===== src/rtl/iter_alu_pkg.sv =====
// Shared definitions for the iterative ALU: opcodes, FSM state encoding and
// the mul/div opcode classifier.
// Optional feature macro: ITER_ALU_SIGNED_MULDIV_EN (adds signed MULT/DIV).
package iter_alu_pkg;

    localparam logic [3:0] OP_AND   = 4'b0000;
    localparam logic [3:0] OP_OR    = 4'b0001;
    localparam logic [3:0] OP_ADD   = 4'b0010;
    localparam logic [3:0] OP_XOR   = 4'b0011;
    localparam logic [3:0] OP_NOR   = 4'b0100;
    localparam logic [3:0] OP_SLTU  = 4'b0101;
    localparam logic [3:0] OP_SUB   = 4'b0110;
    localparam logic [3:0] OP_SLT   = 4'b0111;
    localparam logic [3:0] OP_MULTU = 4'b1000;
    localparam logic [3:0] OP_DIVU  = 4'b1001;
    localparam logic [3:0] OP_MULT  = 4'b1010;
    localparam logic [3:0] OP_DIV   = 4'b1011;

    typedef enum logic [1:0] {
        S_IDLE = 2'd0,
        S_RUN  = 2'd1,
        S_DONE = 2'd2
    } state_t;

    // True for opcodes handled by the iterative engine.
    function automatic logic is_muldiv(input logic [3:0] op);
`ifdef ITER_ALU_SIGNED_MULDIV_EN
        return (op == OP_MULTU) || (op == OP_DIVU) || (op == OP_MULT) || (op == OP_DIV);
`else
        return (op == OP_MULTU) || (op == OP_DIVU);
`endif
    endfunction

endpackage


===== src/rtl/iter_alu_if.sv =====
// Request/result bundle between the execute-stage control and iter_alu.
//
// Handshake: a request is taken on the rising clk edge where start && in_ready;
// ALU_control/src_A/src_B are sampled on that edge only. start while in_ready
// is low is dropped (no queuing). out_valid is a one-cycle pulse and
// ALU_result/zero/overflow/hi/lo are valid in that cycle and then held.
interface iter_alu_if #(parameter int WIDTH = 32);
    import iter_alu_pkg::*;

    logic             start;
    logic             in_ready;
    logic [3:0]       ALU_control;
    logic [WIDTH-1:0] src_A;
    logic [WIDTH-1:0] src_B;
    logic             out_valid;
    logic [WIDTH-1:0] ALU_result;
    logic             zero;
    logic             overflow;
    logic [WIDTH-1:0] hi;
    logic [WIDTH-1:0] lo;
    logic             busy;
    state_t           dbg_state;

    modport master (
        output start, ALU_control, src_A, src_B,
        input  in_ready, out_valid, ALU_result, zero, overflow, hi, lo, busy, dbg_state
    );

    modport slave (
        input  start, ALU_control, src_A, src_B,
        output in_ready, out_valid, ALU_result, zero, overflow, hi, lo, busy, dbg_state
    );

endinterface


===== src/rtl/iter_muldiv.sv =====
// Iterative one-bit-per-cycle multiply (shift-add) and divide (restoring
// shift-subtract). acc holds the product upper half / remainder, q holds the
// product lower half / quotient. With ITER_ALU_SIGNED_MULDIV_EN the engine
// iterates on magnitudes and applies a sign fix-up on the result outputs.
module iter_muldiv
    import iter_alu_pkg::*;
#(
    parameter  int WIDTH = 32,
    localparam int CNT_W = $clog2(WIDTH) + 1
) (
    input  logic             clk,
    input  logic             reset,
    input  logic             load,
    input  logic             step,
    input  logic [3:0]       op,
    input  logic [WIDTH-1:0] a,
    input  logic [WIDTH-1:0] b,
    output logic             done,
    output logic [WIDTH-1:0] res_hi,
    output logic [WIDTH-1:0] res_lo
);

    logic [WIDTH-1:0] acc_q;
    logic [WIDTH-1:0] q_q;
    logic [WIDTH-1:0] d_q;
    logic [CNT_W-1:0] cnt_q;
    logic             div_q;

    logic [WIDTH-1:0] a_mag;
    logic [WIDTH-1:0] b_mag;
    logic             is_div;
    logic [WIDTH:0]   mul_sum;
    logic [WIDTH:0]   div_shift;
    logic [WIDTH:0]   div_diff;
    logic [WIDTH-1:0] acc_n;
    logic [WIDTH-1:0] q_n;

`ifdef ITER_ALU_SIGNED_MULDIV_EN
    logic neg_prod_q;
    logic neg_quo_q;
    logic neg_rem_q;
    logic is_signed;
`endif

    // Operand conditioning at load: magnitudes for signed ops, raw otherwise.
    always_comb begin
        a_mag  = a;
        b_mag  = b;
        is_div = (op == OP_DIVU);
`ifdef ITER_ALU_SIGNED_MULDIV_EN
        is_signed = (op == OP_MULT) || (op == OP_DIV);
        if (op == OP_DIV) is_div = 1'b1;
        if (is_signed && a[WIDTH-1]) a_mag = -a;
        if (is_signed && b[WIDTH-1]) b_mag = -b;
`endif
    end

    // One iteration step for multiply or divide.
    always_comb begin
        mul_sum   = {1'b0, acc_q} + (q_q[0] ? {1'b0, d_q} : {(WIDTH+1){1'b0}});
        div_shift = {acc_q, q_q[WIDTH-1]};
        div_diff  = div_shift - {1'b0, d_q};
        if (div_q) begin
            if (!div_diff[WIDTH]) begin
                acc_n = div_diff[WIDTH-1:0];
                q_n   = {q_q[WIDTH-2:0], 1'b1};
            end else begin
                acc_n = div_shift[WIDTH-1:0];
                q_n   = {q_q[WIDTH-2:0], 1'b0};
            end
        end else begin
            acc_n = mul_sum[WIDTH:1];
            q_n   = {mul_sum[0], q_q[WIDTH-1:1]};
        end
    end

    // Engine registers: load clears accumulator and counter, step advances.
    always_ff @(posedge clk) begin
        if (reset) begin
            acc_q <= '0;
            q_q   <= '0;
            d_q   <= '0;
            cnt_q <= '0;
            div_q <= 1'b0;
        end else if (load) begin
            acc_q <= '0;
            q_q   <= a_mag;
            d_q   <= b_mag;
            cnt_q <= '0;
            div_q <= is_div;
        end else if (step) begin
            acc_q <= acc_n;
            q_q   <= q_n;
            cnt_q <= cnt_q + 1'b1;
        end
    end

`ifdef ITER_ALU_SIGNED_MULDIV_EN
    // Sign fix-up flags; a zero divisor keeps the all-ones quotient as is.
    always_ff @(posedge clk) begin
        if (reset) begin
            neg_prod_q <= 1'b0;
            neg_quo_q  <= 1'b0;
            neg_rem_q  <= 1'b0;
        end else if (load) begin
            neg_prod_q <= (op == OP_MULT) && (a[WIDTH-1] ^ b[WIDTH-1]);
            neg_quo_q  <= (op == OP_DIV) && (a[WIDTH-1] ^ b[WIDTH-1]) && (b != '0);
            neg_rem_q  <= (op == OP_DIV) && a[WIDTH-1];
        end
    end
`endif

    // Final step flag: asserted during the WIDTH-th step.
    assign done = step && (cnt_q == CNT_W'(WIDTH - 1));

    // Result presentation, with sign correction when enabled.
    always_comb begin
        res_hi = acc_q;
        res_lo = q_q;
`ifdef ITER_ALU_SIGNED_MULDIV_EN
        if (neg_prod_q) {res_hi, res_lo} = -{acc_q, q_q};
        if (neg_quo_q)  res_lo = -q_q;
        if (neg_rem_q)  res_hi = -acc_q;
`endif
    end

endmodule


===== src/rtl/iter_alu.sv =====
// Execute-stage ALU with registered single-cycle ops and an iterative
// multiply/divide engine writing HI/LO.
// Optional feature macro: ITER_ALU_SIGNED_MULDIV_EN (opcodes 1010 MULT, 1011 DIV);
// without it those opcodes fall through to ADD.
module iter_alu
    import iter_alu_pkg::*;
#(
    parameter int WIDTH = 32
) (
    input  logic        clk,
    input  logic        reset,
    iter_alu_if.slave   bus
);

    state_t           state_q;
    state_t           state_n;
    logic             in_ready;
    logic             busy;
    logic             accept;
    logic             accept_md;
    logic             accept_sc;

    logic [WIDTH-1:0] alu_res;
    logic             alu_ovf;
    logic [WIDTH-1:0] sum;
    logic [WIDTH-1:0] diff;

    logic             eng_done;
    logic [WIDTH-1:0] eng_hi;
    logic [WIDTH-1:0] eng_lo;

    logic             out_valid_q;
    logic [WIDTH-1:0] result_q;
    logic             zero_q;
    logic             overflow_q;
    logic [WIDTH-1:0] hi_q;
    logic [WIDTH-1:0] lo_q;

    assign accept    = bus.start && in_ready;
    assign accept_md = accept && is_muldiv(bus.ALU_control);
    assign accept_sc = accept && !is_muldiv(bus.ALU_control);

    iter_muldiv #(.WIDTH(WIDTH)) u_muldiv (
        .clk    (clk),
        .reset  (reset),
        .load   (accept_md),
        .step   (state_q == S_RUN),
        .op     (bus.ALU_control),
        .a      (bus.src_A),
        .b      (bus.src_B),
        .done   (eng_done),
        .res_hi (eng_hi),
        .res_lo (eng_lo)
    );

    // FSM state register.
    always_ff @(posedge clk) begin
        if (reset) state_q <= S_IDLE;
        else       state_q <= state_n;
    end

    // FSM next-state: single-cycle ops never leave IDLE.
    always_comb begin
        state_n = state_q;
        case (state_q)
            S_IDLE:  if (accept_md) state_n = S_RUN;
            S_RUN:   if (eng_done)  state_n = S_DONE;
            S_DONE:  state_n = S_IDLE;
            default: state_n = S_IDLE;
        endcase
    end

    // FSM outputs: ready only in IDLE, busy through RUN and DONE.
    always_comb begin
        in_ready = 1'b0;
        busy     = 1'b0;
        case (state_q)
            S_IDLE:  in_ready = 1'b1;
            S_RUN:   busy     = 1'b1;
            S_DONE:  busy     = 1'b1;
            default: ;
        endcase
    end

    // Single-cycle datapath; unlisted opcodes behave as ADD.
    always_comb begin
        sum     = bus.src_A + bus.src_B;
        diff    = bus.src_A - bus.src_B;
        alu_res = sum;
        alu_ovf = (bus.src_A[WIDTH-1] == bus.src_B[WIDTH-1]) && (sum[WIDTH-1] != bus.src_A[WIDTH-1]);
        case (bus.ALU_control)
            OP_AND: begin alu_res = bus.src_A & bus.src_B;    alu_ovf = 1'b0; end
            OP_OR:  begin alu_res = bus.src_A | bus.src_B;    alu_ovf = 1'b0; end
            OP_XOR: begin alu_res = bus.src_A ^ bus.src_B;    alu_ovf = 1'b0; end
            OP_NOR: begin alu_res = ~(bus.src_A | bus.src_B); alu_ovf = 1'b0; end
            OP_SUB: begin
                alu_res = diff;
                alu_ovf = (bus.src_A[WIDTH-1] != bus.src_B[WIDTH-1]) && (diff[WIDTH-1] != bus.src_A[WIDTH-1]);
            end
            OP_SLT: begin
                alu_res = {{(WIDTH-1){1'b0}}, ($signed(bus.src_A) < $signed(bus.src_B))};
                alu_ovf = 1'b0;
            end
            OP_SLTU: begin
                alu_res = {{(WIDTH-1){1'b0}}, (bus.src_A < bus.src_B)};
                alu_ovf = 1'b0;
            end
            default: ;
        endcase
    end

    // Output registers: single-cycle results on accept, HI/LO only from DONE.
    always_ff @(posedge clk) begin
        if (reset) begin
            out_valid_q <= 1'b0;
            result_q    <= '0;
            zero_q      <= 1'b0;
            overflow_q  <= 1'b0;
            hi_q        <= '0;
            lo_q        <= '0;
        end else begin
            out_valid_q <= 1'b0;
            if (accept_sc) begin
                result_q    <= alu_res;
                zero_q      <= (alu_res == '0);
                overflow_q  <= alu_ovf;
                out_valid_q <= 1'b1;
            end else if (state_q == S_DONE) begin
                hi_q        <= eng_hi;
                lo_q        <= eng_lo;
                result_q    <= eng_lo;
                zero_q      <= (eng_lo == '0);
                overflow_q  <= 1'b0;
                out_valid_q <= 1'b1;
            end
        end
    end

    assign bus.in_ready   = in_ready;
    assign bus.busy       = busy;
    assign bus.dbg_state  = state_q;
    assign bus.out_valid  = out_valid_q;
    assign bus.ALU_result = result_q;
    assign bus.zero       = zero_q;
    assign bus.overflow   = overflow_q;
    assign bus.hi         = hi_q;
    assign bus.lo         = lo_q;

endmodule


===== src/flat_wrapper.sv =====
// flat-port wrapper written by rule: the top's interface ports become plain ports
module iter_alu_flat import iter_alu_pkg::*;
#(
    parameter int WIDTH = 32
)
  (clk, reset, bus_start, bus_ALU_control, bus_src_A, bus_src_B, bus_in_ready, bus_out_valid, bus_ALU_result, bus_zero, bus_overflow, bus_hi, bus_lo, bus_busy, bus_dbg_state);
  iter_alu_if #(.WIDTH(WIDTH)) bus_i ();
  input  logic clk;
  input  logic reset;
  input wire logic [$bits(bus_i.start)-1:0] bus_start;
  input wire logic [$bits(bus_i.ALU_control)-1:0] bus_ALU_control;
  input wire logic [$bits(bus_i.src_A)-1:0] bus_src_A;
  input wire logic [$bits(bus_i.src_B)-1:0] bus_src_B;
  output wire logic [$bits(bus_i.in_ready)-1:0] bus_in_ready;
  output wire logic [$bits(bus_i.out_valid)-1:0] bus_out_valid;
  output wire logic [$bits(bus_i.ALU_result)-1:0] bus_ALU_result;
  output wire logic [$bits(bus_i.zero)-1:0] bus_zero;
  output wire logic [$bits(bus_i.overflow)-1:0] bus_overflow;
  output wire logic [$bits(bus_i.hi)-1:0] bus_hi;
  output wire logic [$bits(bus_i.lo)-1:0] bus_lo;
  output wire logic [$bits(bus_i.busy)-1:0] bus_busy;
  output wire logic [$bits(bus_i.dbg_state)-1:0] bus_dbg_state;
  assign bus_i.start = bus_start;
  assign bus_i.ALU_control = bus_ALU_control;
  assign bus_i.src_A = bus_src_A;
  assign bus_i.src_B = bus_src_B;
  assign bus_in_ready = bus_i.in_ready;
  assign bus_out_valid = bus_i.out_valid;
  assign bus_ALU_result = bus_i.ALU_result;
  assign bus_zero = bus_i.zero;
  assign bus_overflow = bus_i.overflow;
  assign bus_hi = bus_i.hi;
  assign bus_lo = bus_i.lo;
  assign bus_busy = bus_i.busy;
  assign bus_dbg_state = bus_i.dbg_state;
  iter_alu #(.WIDTH(WIDTH)) u_core (.clk(clk), .reset(reset), .bus(bus_i));
endmodule

===== config.mk =====
export PLATFORM = sky130hd
export DESIGN_NAME = iter_alu_flat
export DESIGN_NICKNAME = d
export VERILOG_FILES = /design/src/rtl/iter_alu_pkg.sv /design/src/rtl/iter_alu_if.sv /design/src/rtl/iter_muldiv.sv /design/src/rtl/iter_alu.sv /design/src/flat_wrapper.sv
export SDC_FILE = /design/constraint.sdc
export NUM_CORES = 1
export LEC_CHECK = 0
export BUFFER_PORTS_ARGS = -buffer_cell sky130_fd_sc_hd__buf_2
export CAP_MARGIN = 10
export CORE_ASPECT_RATIO = 0.8
export CORE_UTILIZATION = 50
export DETAILED_ROUTE_END_ITERATION = 10
export GPL_TIMING_DRIVEN = 0
export PLACE_DENSITY = 0.77
export SLEW_MARGIN = 30
export SYNTH_ARGS = -nofsm -noshare
export SYNTH_HDL_FRONTEND = slang
export SYNTH_SLANG_ARGS = --single-unit
export TNS_END_PERCENT = 10

===== constraint.sdc =====
create_clock -name clk -period 8.08 [get_ports clk]
set_input_delay 1.616 -clock clk [delete_from_list [all_inputs] [get_ports clk]]
set_output_delay 1.616 -clock clk [all_outputs]
set_load 0.02 [all_outputs]

==> impl_metrics.tcl <==
set metrics [dict create \
    outcome "finished, final reports clean" \
    io_pins 174 \
    final.setup.tns_ps 0 \
    synthTopCellsByCount "nand2_1, a21oi_1, nor2_1" \
    worstHoldPathType "flip-flop to flip-flop" \
    final_area_um2 20300 \
    antenna_found_initial 2 \
    grt_use_met2_pct 58.1 \
    coreArea_um2 35100 \
    start_util_pct 51.4 \
    area.growth.synth_to_final_pct 12.5 \
    clock.fmax_mhz 163 \
    skew_ps 13.9 \
    critical_path_class "input port to flip-flop" \
    slew_headroom_pct 28.4 \
    ctsResizeCount 0 \
    row_count 61 \
    ant_nets 0 \
    grt_pass1_wl_mm 112 \
    critPathMaxFanout 10 \
    synth.top_cell.area_share_pct 22.6 \
    total_power_w 0.00321 \
    cts_setup_buffers 0 \
    wl_per_cell_um 24.3 \
    nets 2842 \
    dr.pass1.iters 6 \
    ys_top_cells_by_area "dfxtp_1, ha_1, mux2i_1, a21oi_1, nand2_1" \
    tritoncts "built" \
    grt_max_degree 16 \
    drt_iter0_drc 2676 \
    dieArea_um2 36800 \
    synth_most_common_cell "nand2_1" \
    ys_warn_count 0 \
    vias 20200 \
    cp.required_ps 8500 \
    finalSetupViolations 0 \
    critPathLaunchType "input port" \
    drive_gt1_share_pct 10.4 \
    cts-root-buf "clkbuf_16" \
    die_height_um 172 \
    fin_util_pct 57.8 \
    worst_ep_arrival_time_ps 6550 \
    synth_edf_count 0 \
    grt_overflow 0 \
    viasPerCell 6.55 \
    met3_usage_pct 8.41 \
    power_density_nw_per_um2 158 \
    die_x_um 214 \
    place_area_um2 19500 \
    syn_area_per_cell_um2 7.49 \
    place_congestion 1.03 \
    cts.hold.buffers_added 0 \
    holdWs_ps 484 \
    synth.distinct_cells 85 \
    drc 0 \
    clock_sinks 204 \
    grt.met1_usage_pct 56.0 \
    numCtsBuffers 20 \
    fin_crit_ps 6130 \
    regArea_um2 4080 \
    cts_max_path_buffers 3 \
    cap_violations 0 \
    grt_pass1_vias 18400 \
    port_buffers 171 \
    ys_seq_area_share_pct 22.6 \
    wl_mm 75.2 \
    rsz0062_at_grt "no" \
    dpl.hpwl_mm 60.0 \
    multi_input_area_um2 12800 \
    tightest_slew_ps 1070 \
    synthFlopType "dfxtp_1" \
    finalHoldViolations 0 \
    p_leak_nw 8.63 \
    synth_cells 2407 \
    num-fill-cells 3343 \
    syn_nets 2646 \
    drv_slew 0 \
    peakVddDrop_v 0.000120 \
    grtUsageTotal_pct 39.5 \
    netlist.top_cell.by_area "dfxtp_1" \
    cp-end-kind "flip-flop" \
    clkLatencyLatePin_ps 520 \
    syn_area_um2 18000 \
    grt-busiest-layer "met2" \
    ys_ff_latch 204 \
    synth-async-reset-ratio_pct 0 \
    htreeDepth 1 \
    insertedDiodeCount 0 \
    clk_pin_slew_ps 70 \
    fin_crit_sh_pct 75.9 \
]
-- kinds of logic (layout without fill, tap and decap cells) --
group / Yosys count / count (layout) / share of synthesized area (%)
AOI/OAI and AO/OA: 769 / 769 / 28.0
and+or+nand+nor: 754 / 754 / 19.6
buffers and inverters: 296 / 505 / 6.28
DFF: 204 / 204 / 22.6
adders and majority gates: 168 / 168 / 11.8
muxes: 149 / 149 / 8.33
xor gates and xnor gates: 67 / 67 / 3.25
-- sequential cells by signal (all words and copies together), names as in the netlist --
signal                  cells
u_core.bus.ALU_result      32
u_core.u_muldiv.cnt_q       6
u_core.bus.dbg_state        2
u_core.u_muldiv.res_hi     32
u_core.u_muldiv.res_lo     32
u_core.bus.lo              32
u_core.bus.hi              32
u_core.u_muldiv.div_q       1
u_core.u_muldiv.d_q        32
u_core.bus.overflow         1
u_core.bus.zero             1
u_core.bus.out_valid        1
-- routing by layer --
metal | wire (um) | up-vias
li1 | - | 9119
met5 | 0 | -
met1 | 33300 | 9674
met2 | 30200 | 1259
met3 | 8490 | 177
met4 | 3220 | 0
-- report_power, final --
part	switching, W	internal, W
sequential	0.0000466	0.00104
clock	0.000437	0.000671
combinational	0.000664	0.000351
-- through the flow --
step                setup slack (ps)  cells
global placement                1360   3050
CTS                             2340   3088
global route                    2040   3088
detailed placement              1830   3053
finish                          1950   3088
floorplan                       3370   2407
-- worst paths after layout --
path                         startpoint                    endpoint  slack, ps  cells past startpoint
max reg2reg  u_core.u_muldiv.res_lo[31]  u_core.u_muldiv.res_hi[20]       3240                     15
min reg2reg      u_core.u_muldiv.d_q[0]      u_core.u_muldiv.d_q[0]        480                      2
min              u_core.u_muldiv.d_q[0]      u_core.u_muldiv.d_q[0]        480                      2
max                        bus_src_B[2]             u_core.bus.zero       1950                     15
-- cells in the final DEF (no fill, tap or decap), types with 29 or more instances in the layout --
| cell | n |
|---|---|
| dfxtp_1 | 204 |
| ha_1 | 164 |
| nor2_1 | 207 |
| xor2_1 | 29 |
| a211oi_1 | 49 |
| o211ai_1 | 45 |
| clkbuf_1 | 103 |
| a21oi_1 | 259 |
| inv_1 | 153 |
| nor3_1 | 38 |
| and2_1 | 45 |
| nand3_1 | 39 |
| a21o_1 | 50 |
| nand2_1 | 269 |
| mux2i_1 | 140 |
| o21ai_0 | 121 |
| xnor2_1 | 38 |
| buf_2 | 191 |
-- final cells by class --
cell class | instances | share of cell area, %
Multi-Input combinational cell | 1907 | 63.3
Sequential cell | 204 | 20.1
Timing Repair Buffer | 174 | 4.32
Tap cell | 472 | 2.91
Clock buffer | 25 | 2.86
Inverter | 154 | 2.85
Buffer | 142 | 2.74
Clock inverter | 10 | 0.906
-- worst max-delay path, cell delays in order --
cell	delay, ps
buf_2	150
inv_1	70
ha_1	280
buf_2	180
nand2b_1	200
a211o_1	330
a21oi_1	550
a41oi_1	490
a211oi_1	920
o211ai_1	280
a21oi_1	260
nand2_1	120
nor4b_1	540
nand4_1	230
o41ai_2	320
Power figures use the tool's default switching activity.
